**src/rtl/laserdrop_pkg.sv**
```systemverilog
// Shared types and defaults for the LaserDrop byte queues.
package laserdrop_pkg;

    localparam int unsigned BYTE_W_DEF     = 8;
    localparam int unsigned FIFO_DEPTH_DEF = 64;

    typedef logic [BYTE_W_DEF-1:0] byte_t;

    // Width of a field that counts 0..n lanes.
    function automatic int unsigned lane_cnt_w(input int unsigned n);
        return $clog2(n + 1);
    endfunction

endpackage

```
**src/rtl/laser_lane_fifo_if.sv**
```systemverilog
// Push/pop and status bundle of the multi-lane byte FIFO.
interface laser_lane_fifo_if #(
    parameter int unsigned BYTE_W   = laserdrop_pkg::BYTE_W_DEF,
    parameter int unsigned DEPTH    = laserdrop_pkg::FIFO_DEPTH_DEF,
    parameter int unsigned IN_LANES = 2
);
    import laserdrop_pkg::*;

    localparam int unsigned CntW  = lane_cnt_w(IN_LANES);
    localparam int unsigned SizeW = $clog2(DEPTH + 1);

    logic                         clear;
    logic [IN_LANES*BYTE_W-1:0]   D;
    logic                         load;
    logic [CntW-1:0]              load_cnt;
    logic                         read;
    logic [BYTE_W-1:0]            Q;
    logic [SizeW-1:0]             size;
    logic [SizeW-1:0]             free;
    logic                         empty;
    logic                         full;
    logic                         can_load;
    logic                         almost_full;
    logic                         overflow;
    logic                         underflow;

    modport master (
        output clear, D, load, load_cnt, read,
        input  Q, size, free, empty, full, can_load, almost_full, overflow, underflow
    );

    modport slave (
        input  clear, D, load, load_cnt, read,
        output Q, size, free, empty, full, can_load, almost_full, overflow, underflow
    );

endinterface

```
**src/rtl/laser_fifo_ctrl.sv**
```systemverilog
// Pointer/occupancy bookkeeping and push/pop acceptance for laser_lane_fifo.
module laser_fifo_ctrl #(
    parameter int unsigned DEPTH    = laserdrop_pkg::FIFO_DEPTH_DEF,
    parameter int unsigned IN_LANES = 2,
    localparam int unsigned CntW    = laserdrop_pkg::lane_cnt_w(IN_LANES),
    localparam int unsigned SizeW   = $clog2(DEPTH + 1),
    localparam int unsigned PtrW    = $clog2(DEPTH)
) (
    input  logic             clk_i,
    input  logic             rst_i,
    input  logic             clear_i,
    input  logic             load_i,
    input  logic [CntW-1:0]  load_cnt_i,
    input  logic             read_i,
    output logic             push_ok_o,
    output logic [PtrW-1:0]  wr_ptr_o,
    output logic [PtrW-1:0]  rd_ptr_o,
    output logic [SizeW-1:0] size_o,
    output logic [SizeW-1:0] free_o,
    output logic             overflow_o,
    output logic             underflow_o
);
    import laserdrop_pkg::*;

    logic [PtrW-1:0]  wr_ptr_q, wr_ptr_d, rd_ptr_q, rd_ptr_d;
    logic [SizeW-1:0] size_q, size_d, free, cnt_ext;
    logic             ovf_q, ovf_d, unf_q, unf_d;
    logic             push_ok, pop_ok, push_bad;

    always_comb begin
        cnt_ext  = SizeW'(load_cnt_i);
        free     = SizeW'(DEPTH) - size_q;
        // All-or-nothing: the whole push must fit in the pre-edge free space.
        push_ok  = load_i && (load_cnt_i != '0) && (load_cnt_i <= CntW'(IN_LANES))
                   && (cnt_ext <= free);
        push_bad = load_i && (load_cnt_i != '0) && !push_ok;
        pop_ok   = read_i && (size_q != '0);

        wr_ptr_d = wr_ptr_q;
        rd_ptr_d = rd_ptr_q;
        size_d   = size_q;
        ovf_d    = ovf_q;
        unf_d    = unf_q;
        if (clear_i) begin
            wr_ptr_d = '0;
            rd_ptr_d = '0;
            size_d   = '0;
            ovf_d    = 1'b0;
            unf_d    = 1'b0;
        end else begin
            if (push_ok) wr_ptr_d = wr_ptr_q + PtrW'(load_cnt_i);
            if (pop_ok)  rd_ptr_d = rd_ptr_q + PtrW'(1);
            size_d = size_q + (push_ok ? cnt_ext : '0) - (pop_ok ? SizeW'(1) : '0);
            ovf_d  = ovf_q | push_bad;
            unf_d  = unf_q | (read_i && !pop_ok);
        end
    end

    always_ff @(posedge clk_i or posedge rst_i) begin
        if (rst_i) begin
            wr_ptr_q <= '0;
            rd_ptr_q <= '0;
            size_q   <= '0;
            ovf_q    <= 1'b0;
            unf_q    <= 1'b0;
        end else begin
            wr_ptr_q <= wr_ptr_d;
            rd_ptr_q <= rd_ptr_d;
            size_q   <= size_d;
            ovf_q    <= ovf_d;
            unf_q    <= unf_d;
        end
    end

    assign push_ok_o   = push_ok && !clear_i;
    assign wr_ptr_o    = wr_ptr_q;
    assign rd_ptr_o    = rd_ptr_q;
    assign size_o      = size_q;
    assign free_o      = free;
    assign overflow_o  = ovf_q;
    assign underflow_o = unf_q;

endmodule

```
**src/rtl/laser_lane_fifo.sv**
```systemverilog
// Byte FIFO taking 1..IN_LANES bytes per push and draining one byte per pop.
module laser_lane_fifo #(
    parameter int unsigned BYTE_W    = laserdrop_pkg::BYTE_W_DEF,
    parameter int unsigned DEPTH     = laserdrop_pkg::FIFO_DEPTH_DEF,
    parameter int unsigned IN_LANES  = 2,
    parameter int unsigned AF_THRESH = DEPTH - 8
) (
    input  logic               clock,
    input  logic               reset,
    laser_lane_fifo_if.slave   bus
);
    import laserdrop_pkg::*;

    localparam int unsigned SizeW = $clog2(DEPTH + 1);
    localparam int unsigned PtrW  = $clog2(DEPTH);

    logic [PtrW-1:0]   wr_ptr, rd_ptr;
    logic [SizeW-1:0]  size, free;
    logic              push_ok;
    logic [BYTE_W-1:0] mem_q [DEPTH];

    laser_fifo_ctrl #(
        .DEPTH    (DEPTH),
        .IN_LANES (IN_LANES)
    ) u_ctrl (
        .clk_i       (clock),
        .rst_i       (reset),
        .clear_i     (bus.clear),
        .load_i      (bus.load),
        .load_cnt_i  (bus.load_cnt),
        .read_i      (bus.read),
        .push_ok_o   (push_ok),
        .wr_ptr_o    (wr_ptr),
        .rd_ptr_o    (rd_ptr),
        .size_o      (size),
        .free_o      (free),
        .overflow_o  (bus.overflow),
        .underflow_o (bus.underflow)
    );

    // Storage is deliberately left unreset; lane addresses wrap modulo DEPTH.
    always_ff @(posedge clock) begin
        if (push_ok) begin
            for (int unsigned i = 0; i < IN_LANES; i++) begin
                if (i < 32'(bus.load_cnt)) begin
                    mem_q[wr_ptr + PtrW'(i)] <= bus.D[i*BYTE_W +: BYTE_W];
                end
            end
        end
    end

    assign bus.Q           = (size == '0) ? '0 : mem_q[rd_ptr];
    assign bus.size        = size;
    assign bus.free        = free;
    assign bus.empty       = (size == '0);
    assign bus.full        = (size == SizeW'(DEPTH));
    assign bus.can_load    = (free >= SizeW'(IN_LANES));
    assign bus.almost_full = (size >= SizeW'(AF_THRESH));

endmodule

```
**src/flat_wrapper.sv**
```systemverilog
// flat-port wrapper written by rule: the top's interface ports become plain ports
module laser_lane_fifo_flat import laserdrop_pkg::*;
#(
    parameter int unsigned BYTE_W    = laserdrop_pkg::BYTE_W_DEF,
    parameter int unsigned DEPTH     = laserdrop_pkg::FIFO_DEPTH_DEF,
    parameter int unsigned IN_LANES  = 2,
    parameter int unsigned AF_THRESH = DEPTH - 8
)
  (clock, reset, bus_clear, bus_D, bus_load, bus_load_cnt, bus_read, bus_Q, bus_size, bus_free, bus_empty, bus_full, bus_can_load, bus_almost_full, bus_overflow, bus_underflow);
  laser_lane_fifo_if #(.BYTE_W(BYTE_W), .DEPTH(DEPTH), .IN_LANES(IN_LANES)) bus_i ();
  input  logic clock;
  input  logic reset;
  input wire logic [$bits(bus_i.clear)-1:0] bus_clear;
  input wire logic [$bits(bus_i.D)-1:0] bus_D;
  input wire logic [$bits(bus_i.load)-1:0] bus_load;
  input wire logic [$bits(bus_i.load_cnt)-1:0] bus_load_cnt;
  input wire logic [$bits(bus_i.read)-1:0] bus_read;
  output wire logic [$bits(bus_i.Q)-1:0] bus_Q;
  output wire logic [$bits(bus_i.size)-1:0] bus_size;
  output wire logic [$bits(bus_i.free)-1:0] bus_free;
  output wire logic [$bits(bus_i.empty)-1:0] bus_empty;
  output wire logic [$bits(bus_i.full)-1:0] bus_full;
  output wire logic [$bits(bus_i.can_load)-1:0] bus_can_load;
  output wire logic [$bits(bus_i.almost_full)-1:0] bus_almost_full;
  output wire logic [$bits(bus_i.overflow)-1:0] bus_overflow;
  output wire logic [$bits(bus_i.underflow)-1:0] bus_underflow;
  assign bus_i.clear = bus_clear;
  assign bus_i.D = bus_D;
  assign bus_i.load = bus_load;
  assign bus_i.load_cnt = bus_load_cnt;
  assign bus_i.read = bus_read;
  assign bus_Q = bus_i.Q;
  assign bus_size = bus_i.size;
  assign bus_free = bus_i.free;
  assign bus_empty = bus_i.empty;
  assign bus_full = bus_i.full;
  assign bus_can_load = bus_i.can_load;
  assign bus_almost_full = bus_i.almost_full;
  assign bus_overflow = bus_i.overflow;
  assign bus_underflow = bus_i.underflow;
  laser_lane_fifo #(.BYTE_W(BYTE_W), .DEPTH(DEPTH), .IN_LANES(IN_LANES), .AF_THRESH(AF_THRESH)) u_core (.clock(clock), .reset(reset), .bus(bus_i));
endmodule
```
**config.mk**
```make
export PLATFORM = sky130hd
export DESIGN_NAME = laser_lane_fifo_flat
export DESIGN_NICKNAME = d
export VERILOG_FILES = /design/src/rtl/laserdrop_pkg.sv /design/src/rtl/laser_lane_fifo_if.sv /design/src/rtl/laser_fifo_ctrl.sv /design/src/rtl/laser_lane_fifo.sv /design/src/flat_wrapper.sv
export SDC_FILE = /design/constraint.sdc
export NUM_CORES = 1
export LEC_CHECK = 0
export CAP_MARGIN = 20
export CORE_UTILIZATION = 40
export CTS_CLUSTER_SIZE = 16
export DETAILED_ROUTE_END_ITERATION = 12
export PLACE_DENSITY = 0.55
export REMOVE_ABC_BUFFERS = 1
export SYNTH_ARGS = -nofsm -noshare
export SYNTH_HDL_FRONTEND = slang
export SYNTH_SLANG_ARGS = --single-unit
```
**constraint.sdc**
```tcl
create_clock -name clock -period 3.47 [get_ports clock]
set_input_delay 0.5205 -clock clock [delete_from_list [all_inputs] [get_ports clock]]
set_output_delay 0.5205 -clock clock [all_outputs]
set_load 0.1 [all_outputs]
```
Word-level counts from Yosys, hierarchy flattened
Memory sizes are Yosys's and may differ from the RTL's. Cells that the tools add are included.

Bits in registers: 21. Memory bits (writable): 512. Bits of input ports: 23. Output and inout port bits: 28. Logic and storage cells: 52. Memories: 1.

Memories: u_core.mem_q (words 64, width 8, rd ports 1, clocked after Yosys merged registers in 0, write ports 2, line laser_lane_fifo.sv:20) `logic [BYTE_W-1:0] mem_q [DEPTH];`.

$add $sub $neg: 6. $lt $le $gt $ge: 6. Eq/ne operators: 1. Muxes and demuxes: 16. Bitwise gates (word level): 2. Reductions and logical operators: 15.

Operators with widths (number): 2-to-1 mux 6 bit (4); adder 6 x 1 -> 6 bit, second input constant (2); 2-to-1 mux 1 bit (9); 2-to-1 mux 8 bit (1); adder 7 x 2 -> 7 bit (1); equality test 7 bit, second input constant (1); >= comparator 7 x 2 -> 1 bit, second input constant (1); >= comparator 7 x 6 -> 1 bit, second input constant (1); <= comparator 2 x 7 -> 1 bit (1); logical AND 1 bit (7); zero test 7 bit (1); 2-to-1 mux 7 bit (1); nonzero test 7 bit (1); subtractor 7 x 1 -> 7 bit (1); subtractor 7 bit, first input constant (1); adder 6 x 2 -> 6 bit (1); nonzero test 2 bit (3); < comparator 1 x 2 -> 1 bit, first input constant (2); zero test 1 bit (3); <= comparator 2 bit, second input constant (1); 2-to-1 mux 2 bit (1); bitwise OR 1 bit (2).

Logic depth before layout (Yosys ltp)
Gate-level depths: netlist of run 1.

Depth after elaboration: 8. Mapped depth: 20.

By module
Synthesis of run 1 repeated with hierarchy kept, for this count alone.

Cells, all modules: 1847. Area total of the unflattened synthesis: 29343.1 um^2.

Modules (own cells, without submodules): laser_lane_fifo (instances 1, cells an instance 1685, area each 27805.4 um^2, seq. area each 15374.7 um^2); laser_fifo_ctrl (instances 1, cells an instance 162, area each 1537.7 um^2, seq. area each 525.5 um^2).

Worst setup path before layout of run 1
Ideal clock, no wire load.

Path type: register -> register. From: register u_core.u_ctrl.size_q[0], in the netlist u_core.u_ctrl.size_o[0]. To: register u_core.u_ctrl.size_q[6], in the netlist u_core.u_ctrl.size_o[6]. Data arrival time: 5.029 ns. Required time: 3.334 ns. Slack: -1.695 ns. Stages on the path, launching flop included: 20. Path buffers: 2. Cell sequence: dfrtp_1 inv_1 ha_1 inv_1 ha_1 nor2b_1 a2bb2oi_1 o211a_1 buf_6 buf_2 nor2_2 nand2_1 ha_1 fa_1 nand2b_1 a21oi_1 o21ai_0 a21oi_1 o21a_1 nor3_1.

Cells in the longest elaborated chain, start to end: 7. Elaborated cells on any way between the ends: 10.

RTL lines: from (decl) (line laser_fifo_ctrl.sv:26) `logic [SizeW-1:0] size_q, size_d, free, cnt_ext;`; from (signal assigned) (line laser_fifo_ctrl.sv:69) `size_q <= size_d;`; subtractor 7 bit (line laser_fifo_ctrl.sv:32) `free = SizeW'(DEPTH) - size_q;`; named net bus_free[1] (line flat_wrapper.sv:20) `output wire logic [$bits(bus_i.free)-1:0] bus_free;`; <= comparator 2 x 7 -> 1 bit (line laser_fifo_ctrl.sv:35) `&& (cnt_ext <= free);`; logical AND 1 bit (line laser_fifo_ctrl.sv:35); 2-to-1 mux 2 bit (line laser_fifo_ctrl.sv:53) `size_d = size_q + (push_ok ? cnt_ext : '0) - (pop_ok ? SizeW'(1) : '0);`; adder 7 x 2 -> 7 bit (line laser_fifo_ctrl.sv:53); subtractor 7 x 1 -> 7 bit (line laser_fifo_ctrl.sv:53); 2-to-1 mux 7 bit (line laser_fifo_ctrl.sv:44) `if (clear_i) begin`; named net u_core.u_ctrl.size_d[6] (line laser_fifo_ctrl.sv:26).

The timed path passes the listed nets, and every way through them passes these cells. A chain may end at the register's enable or synchronous reset.

Worst setup path in the final report of run 1
From: register u_core.u_ctrl.rd_ptr_q[0], in the netlist u_core.u_ctrl.rd_ptr_o[0]. To: output port bus_Q[4].

Cells in the longest elaborated chain, start to end: 2.

RTL lines: from (decl) (line laser_fifo_ctrl.sv:25) `logic [PtrW-1:0] wr_ptr_q, wr_ptr_d, rd_ptr_q, rd_ptr_d;`; from (signal assigned) (line laser_fifo_ctrl.sv:68) `rd_ptr_q <= rd_ptr_d;`; memory read (64 x 8 bit); 2-to-1 mux 8 bit (line laser_lane_fifo.sv:52) `assign bus.Q = (size == '0) ? '0 : mem_q[rd_ptr];`; to (decl) (line flat_wrapper.sv:18) `output wire logic [$bits(bus_i.Q)-1:0] bus_Q;`.

No other way between the ends.

==> results of run 1 <==
-- cell usage after synthesis, types with 14 or more instances --
master / instances / area share
nand3_1: 26 / 0.0045
a21oi_1: 32 / 0.0056
o21ai_0: 44 / 0.0077
a22oi_1: 24 / 0.0063
mux4_2: 96 / 0.075
nor3_1: 20 / 0.0035
a22o_1: 17 / 0.0052
clkbuf_1: 135 / 0.018
edfxtp_1: 512 / 0.54
a211oi_1: 24 / 0.0063
o22ai_1: 29 / 0.0063
buf_1: 30 / 0.0039
mux2_2: 500 / 0.20
inv_1: 19 / 0.0025
dfrtp_1: 21 / 0.018
mux2i_1: 71 / 0.025
buf_2: 30 / 0.0052
nor2_1: 36 / 0.0047
nand2_1: 63 / 0.0082
o221ai_1: 14 / 0.0043
ha_1: 23 / 0.010
-- cells by family (layout without fill, tap and decap cells) --
logic type                 count (synthesis)  in the layout
other                                      0              2
AOI/OAI and AO/OA                        214            214
DFF                                      533            533
adders and majority gates                 26             26
buffers and inverters                    217            453
muxes                                    679            679
xor gates and xnor gates                  20             20
and+or+nand+nor                          236            236
-- path summary, 6_finish.rpt --
kind,startpoint,endpoint,slack [ns],cells past startpoint
max reg2reg,u_core.u_ctrl.size_o[1],u_core.mem_q[22][6],0.13,11
min in group clock,bus_read,u_core.u_ctrl.underflow_o,0.52,3
min,reset,u_core.u_ctrl.wr_ptr_o[0],0.49,2
min reg2reg,u_core.u_ctrl.underflow_o,u_core.u_ctrl.underflow_o,0.54,2
max in group asynchronous,reset,u_core.u_ctrl.rd_ptr_o[0],2.31,2
max,u_core.u_ctrl.rd_ptr_o[0],bus_Q[4],-0.22,9
-- worst max-delay path, cell delays in order, from the launching register on --
cell and delay, ns:
dfrtp_4 0.56, buf_4 0.17, buf_6 0.12, buf_16 0.15, mux4_2 0.55, a22oi_2 0.20
buf_4 0.16, a21oi_2 0.11, a22o_1 0.31, buf_12 0.18
-- state kept, by name, indices dropped and copies added (netlist names) --
name                       flops
u_core.u_ctrl.size_o           7
u_core.mem_q                 512
u_core.u_ctrl.rd_ptr_o         6
u_core.u_ctrl.underflow_o      1
u_core.u_ctrl.overflow_o       1
u_core.u_ctrl.wr_ptr_o         6
-- through the flow --
stage / util / cells / hold WS (ns) / setup WS (ns)
after CTS: 0.4891 / 3098 / 0.4708 / -0.2454
after detailed placement: 0.4561 / 2968 / 0.5264 / -0.2921
after global routing: 0.4922 / 3102 / 0.5131 / -0.2667
after floorplan: - / 1727 / 0.4970 / -4.355
final: 0.4922 / 3103 / 0.4855 / -0.2153
after global placement: 0.4559 / 2967 / 0.4997 / -0.3054
-- report_power, final --
part	internal [mW]	leakage [nW]	total [mW]	switching [mW]
registers	7.11	4.88	7.19	0.0732
clock network	3.40	0.893	6.10	2.70
logic	2.45	6.06	6.10	3.64
-- area by class of cell --
cell class | count | area share
sequential | 533 | 0.4583
multi-input combinational | 1175 | 0.3557
timing repair buffer | 324 | 0.09658
clock buffer | 75 | 0.04607
tap | 940 | 0.03389
clock inverter | 35 | 0.007210
inverter | 19 | 0.002055
antenna | 2 | 0.0001442
-- per-layer routing --
metal	vias to the layer above	part of all wire	global-route usage
met2	640	0.48	0.4123
met3	148	0.056	0.03912
li1	7958	-	-
met1	9652	0.43	0.3392
met4	2	0.034	0.09405
met5	-	0.00014	0
-- repair_timing --
item	CTS	global route
resized for setup	51	41
setup endpoints to repair	8	50
setup buffers	17	4
pin swaps	21	8
gates cloned	3	0
==> impl_results.md, run 1 <==
* Signal arrival time at the worst endpoint at 3.16 ns
* Async S/R FF share, synth at 0.03940
* Combinational family with the most area after synthesis: multiplexers
* All-Layer GR Usage at 0.2525
* Worst-path maximum fanout at 8
* Overall power at 19.38 mW
* Flip-flop cell with the highest count after synthesis: edfxtp_1
* Cell area power density at 558.4 mW/mm²
* Placement Cell Area at 0.03216 mm²
* Worst ir drop on vdd at 0.6055 mV
* Worst setup SP type: flop
* Final setup TNS at -1.402 ns
* Overall overflow remaining after global route at 0
* Number of synthesized register bits at 533
* Die Width at 270 µm
* Die area at 0.07290 mm²
* Multi-input logic area at 0.01235 mm²
* Pins Over Slew Limit at 0
* Number of buffers created by CTS at 61
* Ys Warns at 0
* Number of hold violations in the final report at 0
* Number of core rows at 97
* Synth Area in Simple Gates at 0.04638
* Sequential element share of the synthesized area at 0.5534
* Static Leakage at 11.83 nW
* Drt drc at 0
* Max Root-Sink Buffers at 3
* Number of global-route vias before repair at 18800
* Number of antenna violations at the first check in global routing at 2
* Post-detailed-route wirelength per cell at 29.77 µm
* Net count reported at finish at 2162
* Maximum operating frequency at 271.3 MHz
* Number of vias after detailed routing at 18400
* CTS H-tree lvls at 2
* Yosys cell types at 62
* 1st-pass router iterations at 6
* Placed wire-length estimate after detailed placement at 61.04 mm
* Multiplexer fraction of the synthesized cell area at 0.3017
* Final non-filler cell area at 0.03471 mm²
* Worst clock skew at 0.03240 ns
* Worst-case headroom to the max-slew limit at 0.3108
* Drt total wl at 92.38 mm
* Area grow syn2layout at 20.81%
* Commonest non-fill, non-tap cells in the layout: edfxtp_1 (512), mux2_2 (500), buf_4 (214), mux4_2 (96), mux2i_1 (69)
* Slew of the pin with the lowest slew margin at 1.032 ns
* Most common cell after layout, fill and taps aside: edfxtp_1
* Min Tclk post-route at 3.685 ns
* RSZ-0062 raised after global routing: yes
* Core area at 0.07051 mm²
* CP Capture Type: primary output
* Startpoint-to-endpoint class of the critical path: flop to primary output
* TritonCTS clock tree: done
* Adder-cell share of the synthesized area at 0.01176
* Number of synthesized flops with an enable pin at 512
* Cell area after synthesis at 0.02873 mm²
* Fraction of final layout cells sized beyond drive strength 1 at 0.5072
* Clock Sinks at 533
* HP Class: input port to async pin
* Clock latency on the worst-skew pair at 0.66 ns
* Weighted congestion at the end of routability-driven global placement at 0.8951
* Synth Area in XOR/XNOR at 0.006097
* Synthesized instance count at 1925
* Worst-path clk slew at 0.06 ns
* Maximum number of pins on one net before global-route repair at 65
* Maximum Capacitance Violations at 0
* I/O pin count at 51
* Buffers added on ports at 50
* Mean Syn Cell Area at 14.92 µm²
* Number of vias per cell after detailed routing at 5.930
* Wire length of the first global-routing pass at 133.8 mm
* First DRT Iteration DRCs at 1760
* Die outline height at 270 µm
* Initial core utilization at 0.4074
* Violations in the final reports: setup timing
* Register area at 0.01591 mm²
* Required @ worst endpoint at 2.95 ns
* Count of hold-fix buffers inserted at cts at 0
* Run status: complete, but fails checks
* Final setup margin at -0.2153 ns
* Final worst path period share at 1.062
* Library cell used as clock root buffer: clkbuf_16
* Fillcell total at 6071
* Post-detailed-route count of antenna-violating nets at 0
* Synth Area in Compound Gates at 0.05030
* Final setup violating endpoints at 8
Note: power is estimated with default switching activity, not from simulation.
==> run 2, diff against run 1 <==
Settings changed: DONT_BUFFER_PORTS set to 1, PLACE_DENSITY 0.55 to 0.54, REMOVE_ABC_BUFFERS 1 to not set.
==> run 2 against run 1 <==
Effect of this change:
- first-iteration DRC count decreased by 5.8%
- die area unchanged
- non-clock buffer count fell by 100
- the flow still finishes with violations (setup timing)
- hold slack lost 0.43 ns
- cell count fell by 3.3%
- sequential power rose by 0.8%
- critical path depth unchanged
- setup slack better by 0.11 ns
- count of clock-buffer cells in the layout shrank 7
- routed wire length decreased by 5.4%
- clock skew decreased by 0.012 ns
==> impl_results.md, run 2 (same netlist as run 1, synthesis figures left out) <==
* Maximum operating frequency at 279.6 MHz (+3.0%)
* RSZ-0062 raised after global routing: yes
* Wire length of the first global-routing pass at 129.1 mm (-3.5%)
* CP cell instances: buf_4 -> buf_6 -> buf_16 -> mux4_2 -> a211oi_2 -> buf_4 -> a21oi_4 -> a22o_1 -> buf_12
* First DRT Iteration DRCs at 1658 (-5.8%)
* Worst clock skew at 0.02028 ns (-0.01212 ns)
* 1st-pass router iterations at 5 (-1)
* Worst reg2reg startpoint: u_core.u_ctrl.size_o[4]
* Post-Place Setup Slack at -0.02650 ns (+0.2656 ns)
* Startpoint-to-endpoint class of the critical path: flop to primary output
* Required @ worst endpoint at 2.95 ns (about the same)
* Drt drc at 0 (unchanged)
* Overall overflow remaining after global route at 0 (unchanged)
* CP Capture Type: primary output
* CP Launch Point: u_core.u_ctrl.rd_ptr_o[0]
* Library cell used as clock root buffer: clkbuf_16
* Final setup margin at -0.1067 ns (+0.1086 ns)
* Number of vias after detailed routing at 17710 (-3.7%)
* Number of vias per cell after detailed routing at 5.905 (-0.42%)
* Critical path's most frequent cell: buf_4
* Signal arrival time at the worst endpoint at 3.06 ns (-0.10 ns)
* Area grow syn2layout at 17.98%
* Fillcell total at 6034 (-0.61%)
* Worst hold slack across all endpoints at 0.05183 ns (-0.4337 ns)
* Maximum number of pins on one net before global-route repair at 65 (unchanged)
* Pins Over Slew Limit at 0 (unchanged)
* Die area at 0.07290 mm² (unchanged)
* Slew of the pin with the lowest slew margin at 1.037 ns (+0.005537 ns)
* Cell area power density at 577.4 mW/mm² (+3.4%)
* TritonCTS clock tree: done
* Post-detailed-route count of antenna-violating nets at 0 (unchanged)
* Die Width at 270 µm (unchanged)
* Crit path buffers/inverters at 5 (unchanged)
* Worst setup SP type: flop
* Drt total wl at 87.41 mm (-5.4%)
* Share of total power consumed by net switching at 0.3189 (-0.01196)
* Number of buffers created by CTS at 60 (-1.6%)
* Clock latency on the worst-skew pair at 0.64 ns (-0.02 ns)
* Final setup violating endpoints at 8 (unchanged)
* Commonest non-fill, non-tap cells in the layout: edfxtp_1 (512), mux2_2 (500), buf_4 (186), mux4_2 (96), mux2i_1 (66)
* Syn Nets at 1973
* Worst-path clk slew at 0.06 ns (about the same)
* Fraction of power consumed by sequential logic at 0.370 (about the same)
* Violations in the final reports: setup timing
* Min Tclk post-route at 3.577 ns (-0.1086 ns)
* Overall power at 19.57 mW (+0.99%)
* Register containing the most flip-flops in the final layout: u_core.mem_q
* Die outline height at 270 µm (unchanged)
* Flip-flop count of the largest register, all copies and words added at 512 (unchanged)
* Core area at 0.07051 mm² (unchanged)
* Number of global-route vias before repair at 18180 (-3.3%)
* Final worst path period share at 1.031 (-0.03131)
* Most common cell after layout, fill and taps aside: edfxtp_1
* Clock network fraction of total power at 0.332 (+0.017)
* Worst hold path startpoint: bus_read
* HP Class: input port to flop
* Post-detailed-route wirelength per cell at 29.14 µm (-2.1%)
* Worst-path maximum fanout at 7 (-1)
* CTS H-tree lvls at 2 (unchanged)
* Weighted congestion at the end of routability-driven global placement at 0.8500 (-5.0%)
* Maximum single-stage delay on the critical path at 0.53 ns (-0.03 ns)
* Worst ir drop on vdd at 0.6488 mV (+7.2%)
* Net count reported at finish at 2061 (-4.7%)
* Buffers added on ports at 0 (-100%)
* Number of hold violations in the final report at 0 (unchanged)
* Highest-delay cell along the critical path: dfrtp_4
* All-Layer GR Usage at 0.2401 (-0.01248)
* Initial core utilization at 0.4074 (unchanged)
* Run status: complete, but fails checks
* Fraction of final layout cells sized beyond drive strength 1 at 0.5206 (+0.01347)
* Placed wire-length estimate after detailed placement at 54.72 mm (-10%)
* I/O pin count at 51 (unchanged)
* CP delay by family, top: buffers and inverters
* Pint at 13.33 mW (+2.8%)
* Number of antenna violations at the first check in global routing at 2 (unchanged)
* Sw Pwr at 6.242 mW (-2.7%)
* Worst-case headroom to the max-slew limit at 0.3062 (-0.004552)
* Max Root-Sink Buffers at 3 (unchanged)
* Combinational Power Share at 0.298 (-0.016)
* Static Leakage at 11.28 nW (-4.7%)
* Clock Sinks at 533 (unchanged)
* Maximum Capacitance Violations at 0 (unchanged)
* Number of core rows at 97 (unchanged)
[run 2: cell types whose count changed in the layout (fill, tap and decap cells not counted), moves of 16 or more]
cell	before	now
o21ai_0	44	13
buf_2	16	0
clkdlybuf4s50_1	16	0
o21ai_1	1	32
buf_4	214	186
buf_12	61	22
[run 2: final cells by class]
| type | count | area (µm²) | area share |
|---|---|---|---|
| clock buffer | 68 | 1541 | 0.04548 |
| inverter | 19 | 83.83 | 0.002473 |
| timing repair buffer | 224 | 2093 | 0.06175 |
| tap | 940 | 1176 | 0.03470 |
| sequential | 533 | 15930 | 0.4701 |
| clock inverter | 40 | 427.9 | 0.01262 |
| antenna | 1 | 2.502 | 0.00007383 |
| multi-input combinational | 1175 | 12640 | 0.3728 |
[run 2: power by group through the flow]
stage          Clock, mW  Sequential, mW  Combinational, mW
2_1_floorplan          0            7.60               3.64
3_5_place_dp           0            7.39               5.27
3_3_place_gp           0            7.39               5.24
4_1_cts             6.62            7.25               5.74
5_1_grt             6.85            7.25               6.08
6_report            6.50            7.25               5.82
[run 2: stage by stage]
step | setup TNS (ns) | util | std cells | instance area, µm²
2_1_floorplan | -2.997 | - | 1925 | 28940
3_3_place_gp | -0.03769 | 0.4397 | 2857 | 31010
3_5_place_dp | -0.02650 | 0.4397 | 2857 | 31010
4_1_cts | -1.018 | 0.4775 | 2989 | 33670
5_1_grt | -1.114 | 0.4807 | 3000 | 33900
6_report | -0.6457 | 0.4807 | 3000 | 33900
[run 2: final timing paths]
path / slack [ns] / to / depth (start not counted)
worst min register to register: 0.58 / u_core.u_ctrl.rd_ptr_o[5] / 2
worst max register to register: 0.16 / u_core.mem_q[50][3] / 10
min in group asynchronous: 0.24 / u_core.u_ctrl.underflow_o / 2
max in group asynchronous: 2.84 / u_core.u_ctrl.size_o[4] / 3
worst min-delay path: 0.05 / u_core.u_ctrl.underflow_o / 2
worst max-delay path: -0.11 / bus_Q[1] / 9
[run 2: metal layers]
metal	vias to the layer above	track usage	wire [µm]
met3	122	0.03574	4525
li1	7747	-	-
met1	9334	0.3347	38680
met4	0	0.06594	2256
met5	-	0	0
met2	511	0.3895	41950
[run 2: timing repair]
action	4_1_cts	5_1_grt
pin swaps	22	10
setup buffers	21	11
hold buffers	1	1
resized for setup	84	31
endpoints found under the setup margin	8	124
cloned	2	0
hold endpoints to repair	21	21
